`src/rtl/multi_cycle_controller.sv`:
```
// -----------------------------------------------------------------------------
// multi_cycle_controller
//
// Control sequencer for the multi-cycle RV32I datapath. The datapath has one
// shared ALU, one unified instruction/data memory port, and IR/MDR/A/B/ALUOut
// holding registers. This block steps each instruction through
// FETCH -> DECODE -> execute -> memory -> write-back and drives every mux
// select and write strobe in the datapath.
//
// Ports
//   clk         in   single clock, rising-edge
//   reset       in   synchronous, active-low
//   opcode      in   IR[6:0] of the latched instruction
//   bcond       in   branch-compare result, meaningful in EX_BR
//   ecall_halt  in   datapath flag (x17 == 10), selects a halting ECALL
//   mem_ready   in   memory completes the current read/write this cycle
//   pc_write    out  load PC this edge
//   pc_source   out  0 = live ALU result, 1 = ALUOut register
//   i_or_d      out  memory address: 0 = PC, 1 = ALUOut
//   mem_read    out  memory read request
//   mem_write   out  memory write request
//   ir_write    out  latch memory dout into IR
//   reg_write   out  register-file write enable
//   mem_to_reg  out  rd_din = MDR
//   pc_to_reg   out  rd_din = live ALU result (PC+4 for link)
//   alu_src_a   out  0 = PC, 1 = A
//   alu_src_b   out  0 = B, 1 = constant 4, 2 = immediate
//   alu_op      out  0 = add, 1 = branch compare, 2 = decode funct3/funct7
//   is_halted   out  high once a halting ECALL has been decoded
// -----------------------------------------------------------------------------
module multi_cycle_controller (
  input  logic       clk,
  input  logic       reset,
  input  logic [6:0] opcode,
  input  logic       bcond,
  input  logic       ecall_halt,
  input  logic       mem_ready,
  output logic       pc_write,
  output logic       pc_source,
  output logic       i_or_d,
  output logic       mem_read,
  output logic       mem_write,
  output logic       ir_write,
  output logic       reg_write,
  output logic       mem_to_reg,
  output logic       pc_to_reg,
  output logic       alu_src_a,
  output logic [1:0] alu_src_b,
  output logic [1:0] alu_op,
  output logic       is_halted
);

  localparam logic [6:0] OP_R      = 7'b0110011;
  localparam logic [6:0] OP_I_ALU  = 7'b0010011;
  localparam logic [6:0] OP_LOAD   = 7'b0000011;
  localparam logic [6:0] OP_STORE  = 7'b0100011;
  localparam logic [6:0] OP_BRANCH = 7'b1100011;
  localparam logic [6:0] OP_JAL    = 7'b1101111;
  localparam logic [6:0] OP_JALR   = 7'b1100111;
  localparam logic [6:0] OP_ECALL  = 7'b1110011;

  localparam logic [1:0] SRC_B_REG  = 2'd0;
  localparam logic [1:0] SRC_B_FOUR = 2'd1;
  localparam logic [1:0] SRC_B_IMM  = 2'd2;

  localparam logic [1:0] ALU_ADD    = 2'd0;
  localparam logic [1:0] ALU_BRANCH = 2'd1;
  localparam logic [1:0] ALU_FUNCT  = 2'd2;

  typedef enum logic [3:0] {
    S_FETCH   = 4'd0,
    S_DECODE  = 4'd1,
    S_EX_R    = 4'd2,
    S_EX_I    = 4'd3,
    S_EX_ADDR = 4'd4,
    S_MEM_RD  = 4'd5,
    S_MEM_WR  = 4'd6,
    S_WB_ALU  = 4'd7,
    S_WB_MEM  = 4'd8,
    S_EX_BR   = 4'd9,
    S_EX_JAL  = 4'd10,
    S_EX_JALR = 4'd11,
    S_JALR_WB = 4'd12,
    S_PC_INC  = 4'd13,
    S_HALT    = 4'd14
  } state_t;

  state_t state_q, state_d;

  // State register; reset returns to FETCH from anywhere, including HALT.
  always_ff @(posedge clk) begin
    if (!reset) begin
      state_q <= S_FETCH;
    end else begin
      state_q <= state_d;
    end
  end

  // Next-state logic
  always_comb begin
    state_d = state_q;
    case (state_q)
      S_FETCH: begin
        if (mem_ready) state_d = S_DECODE;
      end
      S_DECODE: begin
        case (opcode)
          OP_R:      state_d = S_EX_R;
          OP_I_ALU:  state_d = S_EX_I;
          OP_LOAD:   state_d = S_EX_ADDR;
          OP_STORE:  state_d = S_EX_ADDR;
          OP_BRANCH: state_d = S_EX_BR;
          OP_JAL:    state_d = S_EX_JAL;
          OP_JALR:   state_d = S_EX_JALR;
          OP_ECALL:  state_d = ecall_halt ? S_HALT : S_PC_INC;
          default:   state_d = S_PC_INC;
        endcase
      end
      S_EX_R:    state_d = S_WB_ALU;
      S_EX_I:    state_d = S_WB_ALU;
      // Only LOAD and STORE reach EX_ADDR, so anything not a store is a load.
      S_EX_ADDR: state_d = (opcode == OP_STORE) ? S_MEM_WR : S_MEM_RD;
      S_MEM_RD: begin
        if (mem_ready) state_d = S_WB_MEM;
      end
      S_MEM_WR: begin
        if (mem_ready) state_d = S_FETCH;
      end
      S_WB_ALU:  state_d = S_FETCH;
      S_WB_MEM:  state_d = S_FETCH;
      S_EX_BR:   state_d = bcond ? S_FETCH : S_PC_INC;
      S_EX_JAL:  state_d = S_FETCH;
      S_EX_JALR: state_d = S_JALR_WB;
      S_JALR_WB: state_d = S_FETCH;
      S_PC_INC:  state_d = S_FETCH;
      S_HALT:    state_d = S_HALT;
      default:   state_d = S_FETCH;
    endcase
  end

  // Output decode. Moore from state, except ir_write (FETCH & mem_ready) and
  // pc_write in MEM_WR / EX_BR. Everything is held at 0 while reset is low,
  // so a reset during a memory wait drops the request in that same cycle.
  always_comb begin
    pc_write   = 1'b0;
    pc_source  = 1'b0;
    i_or_d     = 1'b0;
    mem_read   = 1'b0;
    mem_write  = 1'b0;
    ir_write   = 1'b0;
    reg_write  = 1'b0;
    mem_to_reg = 1'b0;
    pc_to_reg  = 1'b0;
    alu_src_a  = 1'b0;
    alu_src_b  = SRC_B_REG;
    alu_op     = ALU_ADD;
    is_halted  = 1'b0;
    if (reset) begin
      case (state_q)
        S_FETCH: begin
          mem_read = 1'b1;
          ir_write = mem_ready;
        end
        S_DECODE: begin
          // PC+imm precomputed into ALUOut for branch/JAL targets.
          alu_src_b = SRC_B_IMM;
        end
        S_EX_R: begin
          alu_src_a = 1'b1;
          alu_op    = ALU_FUNCT;
        end
        S_EX_I: begin
          alu_src_a = 1'b1;
          alu_src_b = SRC_B_IMM;
          alu_op    = ALU_FUNCT;
        end
        S_EX_ADDR: begin
          alu_src_a = 1'b1;
          alu_src_b = SRC_B_IMM;
        end
        S_MEM_RD: begin
          i_or_d   = 1'b1;
          mem_read = 1'b1;
        end
        S_MEM_WR: begin
          // PC+4 is applied on the edge the store completes.
          i_or_d    = 1'b1;
          mem_write = 1'b1;
          alu_src_b = SRC_B_FOUR;
          pc_write  = mem_ready;
        end
        S_WB_ALU: begin
          reg_write = 1'b1;
          alu_src_b = SRC_B_FOUR;
          pc_write  = 1'b1;
        end
        S_WB_MEM: begin
          reg_write  = 1'b1;
          mem_to_reg = 1'b1;
          alu_src_b  = SRC_B_FOUR;
          pc_write   = 1'b1;
        end
        S_EX_BR: begin
          // Target sits in ALUOut from DECODE; the ALU is busy comparing.
          alu_src_a = 1'b1;
          alu_op    = ALU_BRANCH;
          pc_source = 1'b1;
          pc_write  = bcond;
        end
        S_EX_JAL, S_JALR_WB: begin
          // Link value PC+4 comes live from the ALU; target from ALUOut.
          alu_src_b = SRC_B_FOUR;
          pc_to_reg = 1'b1;
          reg_write = 1'b1;
          pc_write  = 1'b1;
          pc_source = 1'b1;
        end
        S_EX_JALR: begin
          alu_src_a = 1'b1;
          alu_src_b = SRC_B_IMM;
        end
        S_PC_INC: begin
          alu_src_b = SRC_B_FOUR;
          pc_write  = 1'b1;
        end
        S_HALT: begin
          is_halted = 1'b1;
        end
        default: begin
        end
      endcase
    end
  end

endmodule

```
`config.mk`:
```
export PLATFORM = sky130hd
export DESIGN_NAME = multi_cycle_controller
export DESIGN_NICKNAME = d
export VERILOG_FILES = /design/src/rtl/multi_cycle_controller.sv
export SDC_FILE = /design/constraint.sdc
export NUM_CORES = 1
export LEC_CHECK = 0
export ABC_AREA = 1
export BUFFER_PORTS_ARGS = -buffer_cell sky130_fd_sc_hd__buf_2
export CAP_MARGIN = 5
export CORE_AREA = 2 2 39 41
export CTS_CLUSTER_SIZE = 14
export DETAILED_ROUTE_END_ITERATION = 12
export DIE_AREA = 0 0 41 43
export PLACE_DENSITY_LB_ADDON = 0.25
export REMOVE_ABC_BUFFERS = 1
export SYNTH_ARGS = -nofsm -noshare
export SYNTH_HDL_FRONTEND = slang
export SYNTH_SLANG_ARGS = --single-unit
```
`constraint.sdc`:
```
create_clock -name clk -period 2.4 [get_ports clk]
set_input_delay 0.12 -clock clk [delete_from_list [all_inputs] [get_ports clk]]
set_output_delay 0.12 -clock clk [all_outputs]
set_load 0.02 [all_outputs]
```
==> results.yml <==
timing:
  drv_slew: 0
  tightest_slew_ps: 441
  rsz0062_at_grt: "no"
  fin_crit_sh: 0.692
  clock_skew_ps: 12.3
  min_period_ps: 1660
  timing.final.hold_violations: 0
  setup-violations-final: 0
  max_slew_margin: 0.706
  fmax_ghz: 0.602
  fin_tns_setup_ps: 0
  setup_ws_ps: 739
floorplan:
  fp-row-count: 14
  io_pins: 27
  start_util: 0.453
  coreArea_um2: 1380
  die_y_um: 43
  die_w_um: 41
  die_area_um2: 1760
final_layout:
  final_common_cell: "nand2_1"
  n_antenna_cell: 0
  drive_gt1_frac: 0.312
  reg_top3: "state_q: 4 flops"
  nFillCells: 155
  nets: 168
  largest_reg_flops: 4
  stdcell_count: 170
  syn2layout_area_growth_pct: 26.9
  largest_register: "state_q"
  layout_common_cells: "29 x nand2_1, 26 x buf_2, 23 x nor2_1, 20 x inv_1, 8 x inv_2"
worst_setup_path:
  cp.required_ps: 2280
  crit_arrival_ps: 1540
  crit_buf_inv: 3
  cp_top_family: "simple AND/OR/NAND/NOR gates"
  path_class: "flip-flop to primary output"
  crit_fanout: 7
  worstSetupStartpointType: "flip-flop"
  cpMaxStageDelayCell: "dfxtp_1"
  cp-end-kind: "primary output"
  path_cells: "nor2_1 > nand2_1 > inv_1 > nor2_1 > o21ai_0 > nand2_1 > inv_1 > buf_2"
  cpPeakStageDelay_ps: 470
clock_tree:
  post_cts_resized: 0
  postCtsSetupBuffers: 0
  cts_buffer_depth: 2
  numCtsBuffers: 3
  insertion_delay_ps: 240
  hold_buffers: 0
  htreeDepth: 1
  cts_tree: "yes"
  cts_root_buf: "clkbuf_4"
  cts.clk_slew.worst_paths_ps: 50
  cts_sinks: 4
grt:
  grtUsageTotal: 0.229
  antenna_found_initial: 0
  grt_pass1_vias: 698
  grt_overflow_total: 0
  grt_max_degree: 15
  grt_first_pass_wirelength_um: 2860
yosys:
  synthTopCellsByArea: "nand2_1 17%, nor2_1 14%, dfxtp_1 13%"
  synth_top_area_share: 0.174
  synthesis.area_um2: 627
  ys_ff_latch: 4
  netlist_instances: 126
  yosysSeqAreaShare: 0.128
  yosysTopAreaCell: "nand2_1"
  avgSynthCellArea_um2: 4.98
  ys_types: 20
  synth_warnings: 0
detailed_routing:
  vias: 844
  first_iter_violations: 20
  routed_via_density: 4.96
  ant_nets: 0
  drc: 0
  wl_per_cell_um: 10.5
  wirelength_um: 1790
  drtPass1Iterations: 4
placed_design:
  pre_cts_slack_ps: 1000
  place.port_buffers: 26
  dp_hpwl_um: 1480
  place_inst: 167
  routabilityCongestion: 0.822
run_status:
  run_status: "finished, final reports clean"
flow_run:
  maxCapViolCount: 0
pwr:
  combinationalPowerShare: 0.675
  switching_share: 0.556
  power_leakage_nw: 0.482
  switching_power_mw: 0.359
  ir_drop_v: 0.000535
  power_mw: 0.646
  p_clk_frac: 0.136
  p_per_area_nw_per_um2: 812
  seqPwrFrac: 0.189
  internal_power_mw: 0.287
min_path:
  hp-class: "input port to flip-flop"
[worst paths after layout]
kind	endpoint	depth (start not counted)	slack (ps)	from
min	state_q[1]	3	170	reset
max	alu_src_a	8	740	state_q[0]
max reg2reg	state_q[2]	9	960	state_q[0]
min reg2reg	state_q[0]	2	590	state_q[0]
[metal layers]
metal / share of wire / track usage / vias to the layer above
met5: 0 / 0 / -
met4: 0 / 0.0200 / 0
met3: 0.045 / 0.0628 / 0
met2: 0.52 / 0.400 / 27
met1: 0.44 / 0.273 / 365
li1: - / - / 452
[cells in the mapped netlist]
cell type and instances:
nor3_1 5, a31oi_1 2, nand4_1 1, o22ai_1 1, nor2_2 5, o21ai_1 3, nand3_1 7, dfxtp_1 4
inv_1 20, nand2_1 29, clkbuf_1 1, nand3b_1 1, o21ai_2 2, nand2_2 3, a21oi_1 6, inv_2 8
o31ai_1 1, nor2_1 23, o21ai_0 3, a311oi_2 1
[cells by family after synthesis]
group,share of synthesized area
and+or+nand+nor,0.509
buffers and inverters,0.174
AOI/OAI and AO/OA,0.190
DFF,0.128
[power groups by stage]
| stage | Sequential (mW) | Clock (mW) | Combinational (mW) |
|---|---|---|---|
| 2_1_floorplan | 0.114 | 0 | 0.332 |
| 3_3_place_gp | 0.122 | 0 | 0.427 |
| 3_5_place_dp | 0.122 | 0 | 0.435 |
| 4_1_cts | 0.120 | 0.0885 | 0.437 |
| 5_1_grt | 0.125 | 0.0949 | 0.496 |
| 6_report | 0.122 | 0.0877 | 0.436 |
[layout make-up]
cell class,count,area [µm²],share of cell area
Timing Repair Buffer,26,130,0.164
Sequential cell,4,80.1,0.101
Multi-Input combinational cell,93,438,0.550
Inverter,28,105,0.132
Clock buffer,3,22.5,0.0283
Tap cell,16,20.0,0.0252
[tightest hold or removal path, stage by stage]
cell and delay [ps]:
buf_2 140, o21ai_1 80, inv_1 40
[per-stage QoR]
| step | hold slack, ps | utilization | cell area [µm²] |
|---|---|---|---|
| after detailed placement | 405 | 0.559 | 773 |
| after CTS | 158 | 0.575 | 796 |
| after floorplan | 224 | - | 623 |
| after global routing | 177 | 0.575 | 796 |
| final | 166 | 0.575 | 796 |
| after global placement | 409 | 0.559 | 773 |
No activity file was read; power rests on OpenSTA's default activity.
